$ cat config.mk
export PLATFORM = sky130hd
export DESIGN_NAME = bp_fe_fetch_buffer
export DESIGN_NICKNAME = d
export VERILOG_FILES = /design/src/rtl/bp_fe_pkg.sv /design/src/rtl/bp_fe_fetch_buffer_ptrs.sv /design/src/rtl/bp_fe_fetch_buffer.sv
export SDC_FILE = /design/constraint.sdc
export NUM_CORES = 1
export LEC_CHECK = 0
export ABC_AREA = 1
export ABC_CLOCK_PERIOD_IN_PS = 30900
export BUFFER_PORTS_ARGS = -buffer_cell sky130_fd_sc_hd__buf_2
export CORE_AREA = 2 2 202 204
export DETAILED_ROUTE_END_ITERATION = 7
export DIE_AREA = 0 0 204 206
export PLACE_DENSITY = 0.78
export SLEW_MARGIN = 20
export SYNTH_ARGS = -nofsm -noshare
export SYNTH_HDL_FRONTEND = slang
export SYNTH_HIERARCHICAL = 1
export SYNTH_SLANG_ARGS = --single-unit
$ cat constraint.sdc
create_clock -name clk_i -period 30.9 [get_ports clk_i]
set_input_delay 0 -clock clk_i [delete_from_list [all_inputs] [get_ports clk_i]]
set_output_delay 0 -clock clk_i [all_outputs]
set_load 0.05 [all_outputs]
$ cat src/rtl/bp_fe_pkg.sv
// Shared FE fetch-buffer types: fetch exception codes, buffer state and the entry struct macro.
`ifndef BP_FE_FETCH_BUF_ENTRY_S_DEFINED
`define BP_FE_FETCH_BUF_ENTRY_S_DEFINED
`define BP_FE_FETCH_BUF_ENTRY_S_DECL(vaddr_width_mp, instr_width_mp, br_meta_width_mp) \
   typedef struct packed { \
      logic [vaddr_width_mp-1:0]   pc; \
      logic [instr_width_mp-1:0]   instr; \
      logic [br_meta_width_mp-1:0] br_meta; \
      bp_fe_fetch_exc_e            exc; \
   } bp_fe_fetch_buf_entry_s
`endif

package bp_fe_pkg;

   typedef enum logic [1:0] {
      e_fetch_exc_none   = 2'd0,
      e_itlb_miss        = 2'd1,
      e_icache_miss      = 2'd2,
      e_instr_page_fault = 2'd3
   } bp_fe_fetch_exc_e;

   typedef enum logic {
      e_fb_run  = 1'b0,
      e_fb_halt = 1'b1
   } bp_fe_fetch_buf_state_e;

endpackage

$ cat src/rtl/bp_fe_fetch_buffer_ptrs.sv
// Read/write pointers with wrap bit; derives full, empty and occupancy. Flush zeroes both pointers.
module bp_fe_fetch_buffer_ptrs
   import bp_fe_pkg::*;
#(
   parameter int unsigned els_p = 4,
   localparam int unsigned ptr_width_lp = $clog2(els_p) + 1
)(
   input  logic                    clk_i,
   input  logic                    reset_n_i,
   input  logic                    i_flush,
   input  logic                    i_wr_inc,
   input  logic                    i_rd_inc,
   output logic [ptr_width_lp-1:0] o_wptr,
   output logic [ptr_width_lp-1:0] o_rptr,
   output logic                    o_full,
   output logic                    o_empty,
   output logic [ptr_width_lp-1:0] o_count
);

   localparam int unsigned idx_width_lp = ptr_width_lp - 1;
   localparam logic [ptr_width_lp-1:0] ptr_one_lp = ptr_width_lp'(1);

   logic [ptr_width_lp-1:0] r_wptr;
   logic [ptr_width_lp-1:0] r_rptr;

   always_ff @(posedge clk_i or negedge reset_n_i) begin
      if (!reset_n_i) begin
         r_wptr <= '0;
         r_rptr <= '0;
      end else if (i_flush) begin
         r_wptr <= '0;
         r_rptr <= '0;
      end else begin
         if (i_wr_inc) r_wptr <= r_wptr + ptr_one_lp;
         if (i_rd_inc) r_rptr <= r_rptr + ptr_one_lp;
      end
   end

   // Same slot with opposite wrap bits means the writer has lapped the reader.
   assign o_full  = (r_wptr[idx_width_lp-1:0] == r_rptr[idx_width_lp-1:0])
                  & (r_wptr[idx_width_lp] != r_rptr[idx_width_lp]);
   assign o_empty = (r_wptr == r_rptr);
   assign o_count = r_wptr - r_rptr;
   assign o_wptr  = r_wptr;
   assign o_rptr  = r_rptr;

endmodule

$ cat src/rtl/bp_fe_fetch_buffer.sv
// FE fetch decoupling FIFO: 1-cycle enq-to-deq latency (0 with BP_FE_FETCH_BUFFER_BYPASS_EN when empty);
// enq_ready_o drops when full, flushing or halted after a faulting fetch; deq side is valid/ready.
module bp_fe_fetch_buffer
   import bp_fe_pkg::*;
#(
   parameter int unsigned vaddr_width_p   = 39,
   parameter int unsigned instr_width_p   = 32,
   parameter int unsigned br_meta_width_p = 64,
   parameter int unsigned els_p           = 4
)(
   input  logic                       clk_i,
   input  logic                       reset_n_i,

   input  logic                       enq_v_i,
   output logic                       enq_ready_o,
   input  logic [vaddr_width_p-1:0]   enq_pc_i,
   input  logic [instr_width_p-1:0]   enq_instr_i,
   input  logic [br_meta_width_p-1:0] enq_br_meta_i,
   input  logic [1:0]                 enq_exc_i,

   input  logic                       flush_i,

   output logic                       deq_v_o,
   input  logic                       deq_ready_i,
   output logic [vaddr_width_p-1:0]   deq_pc_o,
   output logic [instr_width_p-1:0]   deq_instr_o,
   output logic [br_meta_width_p-1:0] deq_br_meta_o,
   output logic [1:0]                 deq_exc_o,

   output logic [$clog2(els_p):0]     count_o,
   output logic                       halted_o
);

   localparam int unsigned idx_width_lp = $clog2(els_p);
   localparam int unsigned ptr_width_lp = idx_width_lp + 1;

   `BP_FE_FETCH_BUF_ENTRY_S_DECL(vaddr_width_p, instr_width_p, br_meta_width_p);

   bp_fe_fetch_buf_entry_s r_mem [els_p];
   bp_fe_fetch_buf_entry_s w_enq_entry;
   bp_fe_fetch_buf_entry_s w_head_entry;
   bp_fe_fetch_buf_entry_s w_deq_entry;

   bp_fe_fetch_buf_state_e r_state;
   bp_fe_fetch_buf_state_e w_state_nxt;

   logic [ptr_width_lp-1:0] w_wptr;
   logic [ptr_width_lp-1:0] w_rptr;
   logic [ptr_width_lp-1:0] w_count;
   logic                    w_full;
   logic                    w_empty;
   logic                    w_run;
   logic                    w_bypass;
   logic                    w_enq_fire;
   logic                    w_deq_fire;
   logic                    w_wr_inc;
   logic                    w_rd_inc;

   bp_fe_fetch_buffer_ptrs #(
      .els_p (els_p)
   ) u_ptrs (
      .clk_i     (clk_i),
      .reset_n_i (reset_n_i),
      .i_flush   (flush_i),
      .i_wr_inc  (w_wr_inc),
      .i_rd_inc  (w_rd_inc),
      .o_wptr    (w_wptr),
      .o_rptr    (w_rptr),
      .o_full    (w_full),
      .o_empty   (w_empty),
      .o_count   (w_count)
   );

   assign w_run       = (r_state == e_fb_run);
   assign halted_o    = (r_state == e_fb_halt);
   assign enq_ready_o = ~w_full & ~flush_i & w_run;
   assign count_o     = w_count;

`ifdef BP_FE_FETCH_BUFFER_BYPASS_EN
   assign w_bypass = w_empty & w_run & ~flush_i;
`else
   assign w_bypass = 1'b0;
`endif

   always_comb begin
      w_enq_entry         = '0;
      w_enq_entry.pc      = enq_pc_i;
      w_enq_entry.instr   = enq_instr_i;
      w_enq_entry.br_meta = enq_br_meta_i;
      w_enq_entry.exc     = bp_fe_fetch_exc_e'(enq_exc_i);
   end

   assign w_head_entry = r_mem[w_rptr[idx_width_lp-1:0]];
   assign w_deq_entry  = w_bypass ? w_enq_entry : w_head_entry;

   assign deq_v_o       = w_bypass ? enq_v_i : (~w_empty & ~flush_i);
   assign deq_pc_o      = w_deq_entry.pc;
   assign deq_instr_o   = w_deq_entry.instr;
   assign deq_br_meta_o = w_deq_entry.br_meta;
   assign deq_exc_o     = w_deq_entry.exc;

   assign w_enq_fire = enq_v_i & enq_ready_o;
   assign w_deq_fire = deq_v_o & deq_ready_i;

   // A bypassed entry consumed in its arrival cycle never touches storage or pointers.
   assign w_wr_inc = w_enq_fire & ~(w_bypass & w_deq_fire);
   assign w_rd_inc = w_deq_fire & ~w_bypass;

   always_ff @(posedge clk_i) begin
      if (w_wr_inc) r_mem[w_wptr[idx_width_lp-1:0]] <= w_enq_entry;
   end

   always_ff @(posedge clk_i or negedge reset_n_i) begin
      if (!reset_n_i) r_state <= e_fb_run;
      else            r_state <= w_state_nxt;
   end

   always_comb begin
      w_state_nxt = r_state;
      case (r_state)
         e_fb_run:  if (w_enq_fire && (enq_exc_i != e_fetch_exc_none)) w_state_nxt = e_fb_halt;
         e_fb_halt: w_state_nxt = e_fb_halt;
         default:   w_state_nxt = e_fb_run;
      endcase
      if (flush_i) w_state_nxt = e_fb_run;
   end

   // Offering while not ready is only legitimate while halted or during a redirect.
   always @(posedge clk_i) begin
      assert (!(reset_n_i && enq_v_i && !enq_ready_o && w_run && !flush_i))
         else $warning("enq_v_i asserted while fetch buffer cannot accept");
   end

endmodule

# Word-level counts from Yosys, hierarchy flattened
# Memory sizes are Yosys's and may differ from the RTL's.
# Cells that the tools add are included.
[totals]
mem_count = 1
out_inout_bits = 143
ff_bits = 7
mem_bits_rw = 548
input_bits = 142
word_cells = 33
[op_classes]
reduce_logical = 4
n_addsub = 3
mux = 9
n_bitwise = 10
eq_ne = 3
[mem_list]
columns = ["memory", "words", "word_bits", "rd", "rd_ports_with_merged_regs", "wr", "line_no", "source"]
rows = [
  ["r_mem", 4, 137, 1, 0, 1, "bp_fe_fetch_buffer.sv:39", "bp_fe_fetch_buf_entry_s r_mem [els_p];"],
]
[op_table]
columns = ["op", "count"]
rows = [
  ["3-bit two-way mux", 4],
  ["3-bit by 1-bit adder with 3-bit output (second input constant)", 2],
  ["1-bit AND", 6],
  ["2-bit nonzero test", 3],
  ["1-bit two-way mux", 4],
  ["1-bit NOT", 4],
  ["3-bit == test", 1],
  ["3-bit subtractor", 1],
  ["2-bit == test", 1],
  ["1-bit one-hot mux with 2 select lines", 1],
  ["1-bit logical AND", 1],
  ["1-bit != test", 1],
]

# Depth between registers and ports, before layout
[depth]
depth_word = 10
ltp_mapped = 10
depth_no_buf = 10

# Modules after synthesis
# The synthesis kept the hierarchy.
[by_module_without_submodules]
columns = ["mod", "area_per_inst_um2", "instances", "cells_each", "seq_area_each_um2"]
rows = [
  ["bp_fe_fetch_buffer", 20402.1, 1, 1344, 16480.8],
  ["bp_fe_fetch_buffer_ptrs", 394.1, 1, 52, 150.1],
]

# Worst setup path after synthesis
# Ideal clock, no wire load.
[synth_path]
path_type = "register to register"
startpoint = "register u_ptrs.r_wptr[0] (netlist: u_ptrs/o_wptr[0])"
endpoint = "memory r_mem[1][0] (netlist bit), enable pin"
path_buffers = 0
synth_period_minus_slack_ns = 12.482
path_stages_with_launch = 8
setup_ns = 0.802
path_slack_ns = 18.418
arrival_time_ns = 11.680
t_required_ns = 30.098
path_cell_list = "dfrtp_1 -> inv_1 -> ha_1 -> nand2_1 -> a21oi_1 -> nor3_1 -> nand2_1 -> nor3_1"
[synth_via]
elab_chain_len = 8
[synth_rtl]
columns = ["item", "line_no", "source"]
rows = [
  ["from (decl)", "bp_fe_fetch_buffer_ptrs.sv:23", "logic [ptr_width_lp-1:0] r_wptr;"],
  ["from (signal assigned)", "bp_fe_fetch_buffer_ptrs.sv:34", "if (i_wr_inc) r_wptr <= r_wptr + ptr_one_lp;"],
  ["2-bit == test", "bp_fe_fetch_buffer_ptrs.sv:40", "assign o_full = (r_wptr[idx_width_lp-1:0] == r_rptr[idx_width_lp-1:0])"],
  ["1-bit AND", "bp_fe_fetch_buffer_ptrs.sv:41", "& (r_wptr[idx_width_lp] != r_rptr[idx_width_lp]);"],
  ["via w_full", "bp_fe_fetch_buffer.sv:50", "logic w_full;"],
  ["1-bit NOT", "bp_fe_fetch_buffer.sv:76", "assign enq_ready_o = ~w_full & ~flush_i & w_run;"],
  ["1-bit AND (2 in series)", "bp_fe_fetch_buffer.sv:76", ""],
  ["via enq_ready_o", "bp_fe_fetch_buffer.sv:15", "output logic enq_ready_o,"],
  ["1-bit AND", "bp_fe_fetch_buffer.sv:102", "assign w_enq_fire = enq_v_i & enq_ready_o;"],
  ["1-bit two-way mux", "bp_fe_fetch_buffer.sv:110", "if (w_wr_inc) r_mem[w_wptr[idx_width_lp-1:0]] <= w_enq_entry;"],
  ["1-bit two-way mux (not written as such)", "bp_fe_fetch_buffer.sv:110", ""],
  ["to (decl)", "bp_fe_fetch_buffer.sv:39", ""],
]
# The timed path passes the listed nets, and every way through them passes these cells.

# Final worst setup path
[layout_path]
startpoint = "register u_ptrs.r_rptr[1] (netlist: u_ptrs/o_rptr[1])"
endpoint = "memory r_mem[3][91] (netlist bit), enable pin"
[layout_via]
elab_chain_len = 8
[layout_rtl]
columns = ["item", "line_no", "source"]
rows = [
  ["from (decl)", "bp_fe_fetch_buffer_ptrs.sv:24", "logic [ptr_width_lp-1:0] r_rptr;"],
  ["from (signal assigned)", "bp_fe_fetch_buffer_ptrs.sv:35", "if (i_rd_inc) r_rptr <= r_rptr + ptr_one_lp;"],
  ["2-bit == test", "bp_fe_fetch_buffer_ptrs.sv:40", ""],
  ["1-bit AND", "bp_fe_fetch_buffer_ptrs.sv:41", ""],
  ["via w_full", "bp_fe_fetch_buffer.sv:50", ""],
  ["1-bit NOT", "bp_fe_fetch_buffer.sv:76", ""],
  ["1-bit AND (2 in series)", "bp_fe_fetch_buffer.sv:76", ""],
  ["1-bit AND", "bp_fe_fetch_buffer.sv:102", ""],
  ["1-bit two-way mux", "bp_fe_fetch_buffer.sv:110", ""],
  ["1-bit two-way mux (not written as such)", "bp_fe_fetch_buffer.sv:110", ""],
]
# The timed path passes the listed nets, and every way through them passes these cells.

==> qor.json <==
{
  "run_status": {"value": "completed"},
  "cp_slowest_stage_delay": {"value": 0.92, "unit": "ns"},
  "finClkSkew": {"value": 0.01059, "unit": "ns"},
  "routed_wl": {"value": 48.07, "unit": "mm"},
  "cts_resized": {"value": 0},
  "hold_viol_final": {"value": 0},
  "portBuffers": {"value": 284},
  "crit_type": {"value": "reg -> reg"},
  "swShare": {"value": 0.2710},
  "powerDensity": {"value": 68.38, "unit": "nW/µm²"},
  "cts-root-to-sink-buffers": {"value": 3},
  "post_syn_nets": {"value": 1543},
  "drive_above_1_share": {"value": 0.2108},
  "classification_of_the_worst_slack_hold_path": {"value": "in -> reg"},
  "total_switching_power": {"value": 0.4753, "unit": "mW"},
  "avgSynthCellArea": {"value": 14.90, "unit": "µm²"},
  "cts-buffers-inserted": {"value": 54},
  "max_slew_headroom_at_the_worst_pin": {"value": 0.3827},
  "cp-end-kind": {"value": "flip-flop"},
  "rsz0062_at_grt": {"value": "no"},
  "pin_count_of_the_biggest_net_entering_global_routing": {"value": 278},
  "max_stage_delay_cell_worst_path": {"value": "dfrtp_4"},
  "synthDominantCellAreaShare": {"value": 0.7913},
  "worst_ep_arrival_time": {"value": 4.09, "unit": "ns"},
  "detailroute.via_count": {"value": 13290},
  "combPwrFrac": {"value": 0.149},
  "dpl.hpwl": {"value": 24.22, "unit": "mm"},
  "fin_hold_ws": {"value": 0.08402, "unit": "ns"},
  "fraction_of_the_yosys_area_taken_by_sequential_cells": {"value": 0.7997},
  "cp-start-kind": {"value": "flip-flop"},
  "pin_count": {"value": 285},
  "viasPerCell": {"value": 5.587},
  "worstHoldEndpoint": {"value": "u_ptrs/o_wptr[0]"},
  "clk_pin_slew_worst_paths": {"value": 0.07, "unit": "ns"},
  "cts.hold.buffers_added": {"value": 142},
  "final.min_clock_period": {"value": 3.890, "unit": "ns"},
  "design.die.area": {"value": 42020, "unit": "µm²"},
  "crit_required": {"value": 31.10, "unit": "ns"},
  "drv_cap": {"value": 0},
  "layout_commonest_cell": {"value": "edfxtp_1"},
  "design.core.area": {"value": 40180, "unit": "µm²"},
  "netlist.top_cell.by_area": {"value": "edfxtp_1"},
  "post-cts-setup-buffers": {"value": 0},
  "ys_top_cells_by_area": {"value": "edfxtp_1 79%, nor2_1 5.1%, o22ai_1 4.1%"},
  "yosysWarnings": {"value": 6},
  "vias_in_the_first_global_route": {"value": 13330},
  "final.setup.tns": {"value": 0, "unit": "ns"},
  "reg2reg_end": {"value": "r_mem[3][91]"},
  "synth_seq_cells": {"value": 555},
  "die_h": {"value": 206, "unit": "µm"},
  "seq_power_share": {"value": 0.487},
  "worst_r2r_startpoint": {"value": "u_ptrs/o_rptr[1]"},
  "vdd_ir_drop_max": {"value": 49.82, "unit": "µV"},
  "grt_pass1_wl": {"value": 72.02, "unit": "mm"},
  "grt_overflow": {"value": 0},
  "groute.usage.overall": {"value": 0.2230},
  "reg2regPathDepth": {"value": 9},
  "timing.critical_path.buf_inv": {"value": 3},
  "r2r_slack": {"value": 27.01, "unit": "ns"},
  "static-leakage-power": {"value": 9.036, "unit": "nW"},
  "row_cnt": {"value": 74},
  "worst_path_dominant_cell_family": {"value": "buffers and inverters"},
  "route.detailed.wl_per_inst": {"value": 20.21, "unit": "µm"},
  "worstPathMaxFanout": {"value": 67},
  "syn2layout_area_growth": {"value": 23.31, "unit": "%"},
  "mappedNetlistArea": {"value": 20800, "unit": "µm²"},
  "fin_crit_sh": {"value": 0.1259},
  "cts_max_level": {"value": 2},
  "clkSinkCount": {"value": 555},
  "post-route-drc-count": {"value": 0},
  "drt_iter0_drc": {"value": 1030},
  "initial_util": {"value": 0.5175},
  "report.final.setup_viol": {"value": 0},
  "yosys.cell_types.count": {"value": 23},
  "tightestPinTransition": {"value": 0.9259, "unit": "ns"},
  "final_nets": {"value": 1951},
  "synthCells": {"value": 1396},
  "route.antenna.remaining_nets": {"value": 0},
  "internal_power": {"value": 1.278, "unit": "mW"},
  "fillerInstances": {"value": 2845},
  "final_max_slew_viol_count": {"value": 0},
  "worstSkewPairLatency": {"value": 0.58, "unit": "ns"},
  "final_cell_mix": {"value": "548 x edfxtp_1, 284 x nor2_1, 284 x buf_2"},
  "min_path_cells": {"value": 5},
  "clock-root-buffer": {"value": "clkbuf_16"},
  "fmax": {"value": 0.2571, "unit": "GHz"},
  "drt_pre_antenna_iters": {"value": 5},
  "die_width": {"value": 204, "unit": "µm"},
  "hold_path.startpoint": {"value": "enq_v_i"},
  "worstPathCellList": {"value": "inv_1 -> ha_1 -> nand2_1 -> a21oi_1 -> nor3_1 -> nand2_1 -> nor3_2 -> buf_4 -> buf_4"},
  "globalplace.congestion": {"value": 0.7705},
  "tritoncts": {"value": "yes"},
  "power.share.clock": {"value": 0.364},
  "grt_antenna_before_repair": {"value": 2}
}
==> cell usage after synthesis <==
library cell / n
a21oi_1: 5
a21oi_2: 1
buf_2: 2
buf_4: 14
buf_6: 24
clkbuf_1: 50
dfrtp_1: 7
edfxtp_1: 548
fa_1: 1
ha_1: 4
inv_1: 13
inv_2: 4
inv_4: 1
nand2_1: 13
nand2_2: 1
nand3_1: 4
nand4_1: 1
nor2_1: 284
nor3_1: 5
nor3b_1: 1
o21ai_0: 151
o21ai_1: 125
o22ai_1: 137
==> per-layer routing <==
metal / share of wire / global-route usage / vias to the layer above
met5: 0.00027 / 0 / -
met4: 0.025 / 0.08437 / 2
met3: 0.070 / 0.04352 / 80
met2: 0.51 / 0.3871 / 554
met1: 0.39 / 0.2789 / 6536
li1: - / - / 6115
==> logic make-up (layout without fill, tap and decap cells) <==
logic type / Yosys count / after routing / share of synthesized area
compound gates: 419 / 419 / 0.1093
fa+ha+maj: 5 / 5 / 0.003369
buf+inv: 108 / 557 / 0.03092
flops: 555 / 555 / 0.7997
other cells: 0 / 1 / 0
simple gates: 309 / 309 / 0.05674
==> tightest hold or removal path, delay by kind of cell <==
family                 cells  cell delay [ns]
AOI/OAI and AO/OA          1             0.07
and+or+nand+nor            1             0.20
buffers and inverters      3             0.35
==> sequential cells by signal, summed over array words and instances, names as in the netlist <==
| register | cells |
|---|---|
| r_mem | 548 |
| u_ptrs/o_rptr | 3 |
| u_ptrs/o_wptr | 3 |
| halted_o | 1 |
==> through the flow <==
stage | worst slack (ns) | power (mW) | cell area (µm²) | utilization | cells
finish | 27.01 | 1.754 | 25640 | 0.6382 | 2378
global route | 26.75 | 1.809 | 25640 | 0.6382 | 2378
CTS | 26.97 | 1.763 | 25610 | 0.6373 | 2376
detailed placement | 26.94 | 1.114 | 22470 | 0.5593 | 2137
global placement | 27.00 | 1.109 | 22470 | 0.5593 | 2137
floorplan | 18.42 | 1.052 | 20800 | - | 1396
==> area by class of cell <==
cell class	count	area, µm²	area share
sequential	555	16640	0.6488
multi-input combinational	733	3542	0.1381
timing repair buffer	442	2995	0.1168
clock buffer	67	1421	0.05543
tap	532	665.6	0.02596
clock inverter	30	291.5	0.01137
inverter	18	87.58	0.003415
antenna	1	2.502	0.00009758
==> worst max path at each step <==
stage          slack [ns]             start             to  cells past startpoint
3_5_place_dp        26.94  u_ptrs/o_rptr[1]  r_mem[1][121]                      9
3_3_place_gp        27.00  u_ptrs/o_rptr[1]  r_mem[1][118]                      9
4_1_cts             26.97  u_ptrs/o_rptr[1]  r_mem[1][119]                      9
2_1_floorplan       18.42  u_ptrs/o_wptr[0]    r_mem[1][0]                      7
5_1_grt             26.75  u_ptrs/o_rptr[1]   r_mem[3][85]                      9
6_report            27.01  u_ptrs/o_rptr[1]   r_mem[3][91]                      9
==> power groups by stage <==
stage | Clock, mW | Combinational [mW] | Sequential [mW]
floorplan | 0 | 0.180 | 0.871
global placement | 0 | 0.241 | 0.868
detailed placement | 0 | 0.245 | 0.869
CTS | 0.650 | 0.261 | 0.853
global route | 0.678 | 0.277 | 0.854
finish | 0.639 | 0.262 | 0.853
Note: power is estimated with default switching activity, not from simulation.
